[src/rtl/pipe_seq_ctrl_pkg.sv]
// Shared types and constants for the pipeline sequencing controller and its helpers.
package pipe_seq_ctrl_pkg;

  localparam int unsigned REG_W = 4;
  localparam logic [REG_W-1:0] REG_ZERO = 4'h0;

  typedef enum logic [1:0] {
    RUN      = 2'd0,
    MEM_WAIT = 2'd1,
    DRAIN    = 2'd2,
    HALTED   = 2'd3
  } state_t;

endpackage

[src/rtl/pipe_seq_ctrl_lu_hazard.sv]
// Load-use hazard compare: a load in EX writes a register the ID instruction reads.
module lu_hazard
  import pipe_seq_ctrl_pkg::*;
(
  input  logic             ex_memread,
  input  logic [REG_W-1:0] ex_rd,
  input  logic [REG_W-1:0] id_rs,
  input  logic [REG_W-1:0] id_rt,
  input  logic             id_uses_rt,
  output logic             hazard_c
);

  // r0 is hardwired to zero, so a load targeting it can never feed a consumer
  assign hazard_c = ex_memread && (ex_rd != REG_ZERO) &&
                    ((ex_rd == id_rs) || (id_uses_rt && (ex_rd == id_rt)));

endmodule

[src/rtl/pipe_seq_ctrl.sv]
// Pipeline sequencing controller: register enables, flushes and bubbles for the
// 5-stage core covering load-use, branch squash, memory waits and HALT drain.
module pipe_seq_ctrl
  import pipe_seq_ctrl_pkg::*;
#(
  parameter int unsigned MAX_WAIT = 15,
  parameter int unsigned CNT_W    = 16
) (
  input  logic             clk,
  input  logic             rst_n,
  input  logic [REG_W-1:0] id_rs,
  input  logic [REG_W-1:0] id_rt,
  input  logic             id_uses_rt,
  input  logic             id_halt,
  input  logic             ex_memread,
  input  logic [REG_W-1:0] ex_rd,
  input  logic             ex_branch_taken,
  input  logic             m_mem_en,
  input  logic             m_mem_ready,
  input  logic             wb_halt,
  output logic             pc_wen,
  output logic             ifid_wen,
  output logic             idex_wen,
  output logic             exm_wen,
  output logic             mwb_wen,
  output logic             ifid_flush,
  output logic             idex_flush,
  output logic             mwb_bubble,
  output logic             halted,
  output logic             mem_err,
  output logic [CNT_W-1:0] stall_cnt
);

  localparam int unsigned WAIT_W = 8;
  localparam logic [WAIT_W-1:0] WAIT_LIMIT = WAIT_W'(MAX_WAIT);

  state_t              state, state_n;
  state_t              ret_state, ret_state_n;
  state_t              base_c;
  logic [WAIT_W-1:0]   wait_cnt, wait_cnt_n;
  logic                mem_err_n;
  logic                load_use_c;
  logic                mem_stall_c;
  logic                advance_c;

  lu_hazard u_lu_hazard (
    .ex_memread (ex_memread),
    .ex_rd      (ex_rd),
    .id_rs      (id_rs),
    .id_rt      (id_rt),
    .id_uses_rt (id_uses_rt),
    .hazard_c   (load_use_c)
  );

  assign mem_stall_c = m_mem_en && !m_mem_ready;

  // Next state and same-cycle pipeline controls
  always_comb begin
    pc_wen      = 1'b1;
    ifid_wen    = 1'b1;
    idex_wen    = 1'b1;
    exm_wen     = 1'b1;
    mwb_wen     = 1'b1;
    ifid_flush  = 1'b0;
    idex_flush  = 1'b0;
    mwb_bubble  = 1'b0;
    state_n     = state;
    ret_state_n = ret_state;
    wait_cnt_n  = wait_cnt;
    mem_err_n   = mem_err;
    advance_c   = 1'b0;
    base_c      = state;

    case (state)
      RUN, DRAIN: advance_c = 1'b1;
      MEM_WAIT: begin
        if (!m_mem_ready) begin
          pc_wen     = 1'b0;
          ifid_wen   = 1'b0;
          idex_wen   = 1'b0;
          exm_wen    = 1'b0;
          mwb_bubble = 1'b1;
          wait_cnt_n = wait_cnt + WAIT_W'(1);
          if (wait_cnt_n >= WAIT_LIMIT) begin
            state_n   = HALTED;
            mem_err_n = 1'b1;
          end
        end else begin
          // memory completed: advance under the rules of the interrupted state
          advance_c  = 1'b1;
          base_c     = ret_state;
          state_n    = ret_state;
          wait_cnt_n = '0;
        end
      end
      default: begin
        pc_wen   = 1'b0;
        ifid_wen = 1'b0;
        idex_wen = 1'b0;
        exm_wen  = 1'b0;
        mwb_wen  = 1'b0;
      end
    endcase

    if (advance_c) begin
      if (base_c == DRAIN) begin
        pc_wen     = 1'b0;
        ifid_flush = 1'b1;
      end
      if (mem_stall_c) begin
        pc_wen      = 1'b0;
        ifid_wen    = 1'b0;
        idex_wen    = 1'b0;
        exm_wen     = 1'b0;
        ifid_flush  = 1'b0;
        mwb_bubble  = 1'b1;
        ret_state_n = base_c;
        state_n     = MEM_WAIT;
        wait_cnt_n  = WAIT_W'(1);
        if (wait_cnt_n >= WAIT_LIMIT) begin
          state_n   = HALTED;
          mem_err_n = 1'b1;
        end
      end else if (ex_branch_taken) begin
        pc_wen     = 1'b1;
        ifid_flush = 1'b1;
        idex_flush = 1'b1;
      end else if (load_use_c) begin
        pc_wen     = 1'b0;
        ifid_wen   = 1'b0;
        idex_flush = 1'b1;
      end else if (id_halt && (base_c == RUN)) begin
        state_n = DRAIN;
      end
    end

    if (wb_halt && (state != HALTED)) state_n = HALTED;
  end

  // State, watchdog, sticky flags and stall counter
  always_ff @(posedge clk or negedge rst_n) begin
    if (!rst_n) begin
      state     <= RUN;
      ret_state <= RUN;
      wait_cnt  <= '0;
      mem_err   <= 1'b0;
      halted    <= 1'b0;
      stall_cnt <= '0;
    end else begin
      state     <= state_n;
      ret_state <= ret_state_n;
      wait_cnt  <= wait_cnt_n;
      mem_err   <= mem_err_n;
      halted    <= (state_n == HALTED);
      if (((state == RUN) || (state == MEM_WAIT)) && !pc_wen && (stall_cnt != '1))
        stall_cnt <= stall_cnt + CNT_W'(1);
    end
  end

endmodule

[config.mk]
export PLATFORM = sky130hd
export DESIGN_NAME = pipe_seq_ctrl
export DESIGN_NICKNAME = d
export VERILOG_FILES = /design/src/rtl/pipe_seq_ctrl_pkg.sv /design/src/rtl/pipe_seq_ctrl_lu_hazard.sv /design/src/rtl/pipe_seq_ctrl.sv
export SDC_FILE = /design/constraint.sdc
export NUM_CORES = 1
export LEC_CHECK = 0
export ABC_AREA = 1
export CORE_MARGIN = 5
export CORE_UTILIZATION = 50
export CTS_CLUSTER_DIAMETER = 30
export DETAILED_ROUTE_END_ITERATION = 6
export PLACE_DENSITY = 0.8
export SYNTH_ARGS = -nofsm -noshare
export SYNTH_HDL_FRONTEND = slang
export SYNTH_HIERARCHICAL = 1
export SYNTH_SLANG_ARGS = --single-unit
[constraint.sdc]
create_clock -name clk -period 1.95 [get_ports clk]
set_clock_uncertainty 0.1 [all_clocks]
set_input_delay 0.39 -clock clk [delete_from_list [all_inputs] [get_ports clk]]
set_output_delay 0.39 -clock clk [all_outputs]
set_load 0.05 [all_outputs]
==> summary.txt <==
Placed design
  • IO buf count: 46
  • Final GP Congestion: 0.876
  • Setup WS pre-CTS: -0.420 ns
  • Placed Cells: 392
  • HPWL after detailed placement: 3750 um

Setup path
  • Crit path max fanout: 4
  • Setup CP Type: register to output port
  • Critical path required time: 1.46 ns
  • Crit path DAT: 1.58 ns
  • Critical path startpoint category: register
  • Nature of the critical path endpoint: output port

Routing
  • Total iterations of the first detailed-routing run: 5
  • DR vias: 2030
  • First DRT Iteration DRCs: 117
  • Vias per std cell: 4.94
  • DRC Markers: 0
  • Final wirelength: 5060 um
  • Number of routed nets with antenna violations: 0
  • DR WL/cell: 12.3 um

Finish
  • # diodes: 0
  • Final Core Density: 76.3%
  • Layout Nets: 386
  • Non-Filler Instances: 411
  • Share of cells above drive strength 1: 31.1%
  • Most frequent cells in the layout: 94 x nand2_1, 44 x buf_4, 32 x inv_1, 26 x dfrtp_1, 24 x nor2_1
  • Area Overhead vs Synth: 45.3%
  • Most common cell after layout, fill and taps aside: nand2_1

Clocking
  • Clock Latency Late Sink: 0.28 ns
  • Clock Tree Buf Depth: 2
  • Root Driver: clkbuf_8
  • H-tree levels: 2
  • CTS tree: done
  • CTS sink count: 30
  • Clock Pin Slew Worst Setup and Hold Paths: 0.06 ns
  • Num CTS Buffers: 5

Power
  • Leak: 1.43 nW
  • Pwr/cell area: 1120 nW/um2
  • Total power: 3.17 mW
  • VDD IR max: 1.12 mV

Logic synthesis
  • Synth warn: 6
  • Syn avg cell area: 6.87 um2
  • Synth top area cells: dfrtp_1 38%, nand2_1 19%, inv_1 7.3%
  • Unique masters post-synth: 30
  • Post-synth top area cell: dfrtp_1
  • Synth async-reset ratio: 100%
  • Cells after Synth: 284
  • Number of synthesized flops with an enable pin: 0
  • Yosys top cell area share: 38.5%
  • Syn nets: 308
  • Synth Register Bits: 30
  • Seq/Total Area, Yosys: 38.5%
  • Mapped cell area: 1950 um2
  • Post-synth top flop: dfrtp_1

Timing
  • Worst slew pin tran: 0.450 ns
  • Setup slack after layout: -0.120 ns
  • FMAX: 483 MHz
  • Slew HR: 69.8%
  • Fin crit share: 106%
  • Final Setup Violations: 3
  • Setup TNS: -0.317 ns
  • Final Hold Viols: 0
  • RSZ-0062 raised after global routing: yes
  • Min cycle time layout: 2.07 ns
  • Pins Over Slew Limit: 0

Hold path
  • HP Class: register to register

Outcome
  • Violated checks: negative setup slack
  • Status: complete, but fails checks

Die
  • Initial Utilization: 52.5%
  • Die area: 5250 um2
  • I/O pins: 47
  • Die height: 72.5 um
  • Chip width: 72.5 um
  • Row count: 22
  • Placeable Area: 3720 um2

GRT
  • Global-route usage over all layers: 19.3%
  • Initial antenna violation count: 0
  • Largest net degree at the start of global routing: 31
  • Vias in the first global route: 1929
  • Grt total ovfl: 0
  • First-pass GRT wire length: 8110 um

Run
  • Max-cap viol count: 0
==> report_power, final <==
part / switching [mW] / total (mW) / internal [mW]
combinational: 1.02 / 1.70 / 0.679
sequential: 0.186 / 0.961 / 0.775
clock: 0.223 / 0.508 / 0.284
==> cells by family after synthesis <==
group	synth area share [%]
xor gates and xnor gates	4.49
and+or+nand+nor	35.2
AOI/OAI and AO/OA	9.62
DFF	38.5
buffers and inverters	10.3
adders and majority gates	1.92
==> flip-flops by register name, indices dropped and copies added (netlist names) <==
| name | flops |
|---|---|
| mem_err | 1 |
| stall_cnt | 16 |
| halted | 1 |
| wait_cnt | 8 |
| state | 2 |
| ret_state | 2 |
==> synthesized netlist by cell type (2+ instances only) <==
library cell	number
a21oi_1	10
buf_6	2
dfrtp_1	30
ha_1	3
inv_1	38
inv_2	6
nand2_1	99
nand3_1	18
nand3b_1	5
nand4_1	4
nor2_1	26
nor3_1	4
o21ai_0	9
o21ai_1	4
o21bai_1	3
xnor2_1	7
xor2_1	3
==> critical path, stage by stage, from the launching register on <==
cell     delay (ns)
dfrtp_2        0.43
nand2_4        0.09
o21ai_4        0.07
or2_4          0.26
a21oi_4        0.15
o21ai_4        0.10
inv_4          0.06
buf_12         0.12
==> repair_timing <==
item | CTS | global route
setup endpoints to repair | 25 | 11
cloned | 0 | 2
gates resized for setup | 34 | 46
buffers inserted | 4 | 5
pin swaps | 12 | 16
hold buffers | 0 | 0
==> metal layers <==
layer / track usage, % / up-vias / share of wire, %
met3: 4.99 / 9 / 5.5
met4: 6.97 / 0 / 1.8
met5: 0 / - / 0
met2: 33.7 / 59 / 48
li1: - / 1048 / -
met1: 22.8 / 914 / 44
==> through the flow <==
step | instance area (um2) | hold WS, ns
4_1_cts | 2740 | 0.372
3_5_place_dp | 2630 | 0.355
5_1_grt | 2840 | 0.426
6_report | 2840 | 0.365
3_3_place_gp | 2630 | 0.347
2_1_floorplan | 1990 | -0.00559
==> worst paths after layout <==
| kind | endpoint | slack [ns] | start | cells past startpoint |
|---|---|---|---|---|
| max | pc_wen | -0.12 | state[0] | 7 |
| min | mem_err | 0.37 | mem_err | 2 |
| max reg2reg | stall_cnt[0] | 0.03 | state[0] | 10 |
| min reg2reg | mem_err | 0.37 | mem_err | 2 |
| max in group asynchronous | stall_cnt[1] | 1.05 | rst_n | 2 |
| min in group asynchronous | wait_cnt[0] | 0.39 | rst_n | 2 |
==> layout make-up <==
class                           instances  area (um2)
Multi-Input combinational cell        207        1100
Timing Repair Buffer                   72         642
Inverter                               45         179
Timing Repair inverter                  1        6.26
Fill cell                             269         880
Clock buffer                            7        86.3
Tap cell                               48        60.1
Sequential cell                        30         756
Clock inverter                          1        5.00
No activity file was read; power rests on OpenSTA's default activity.
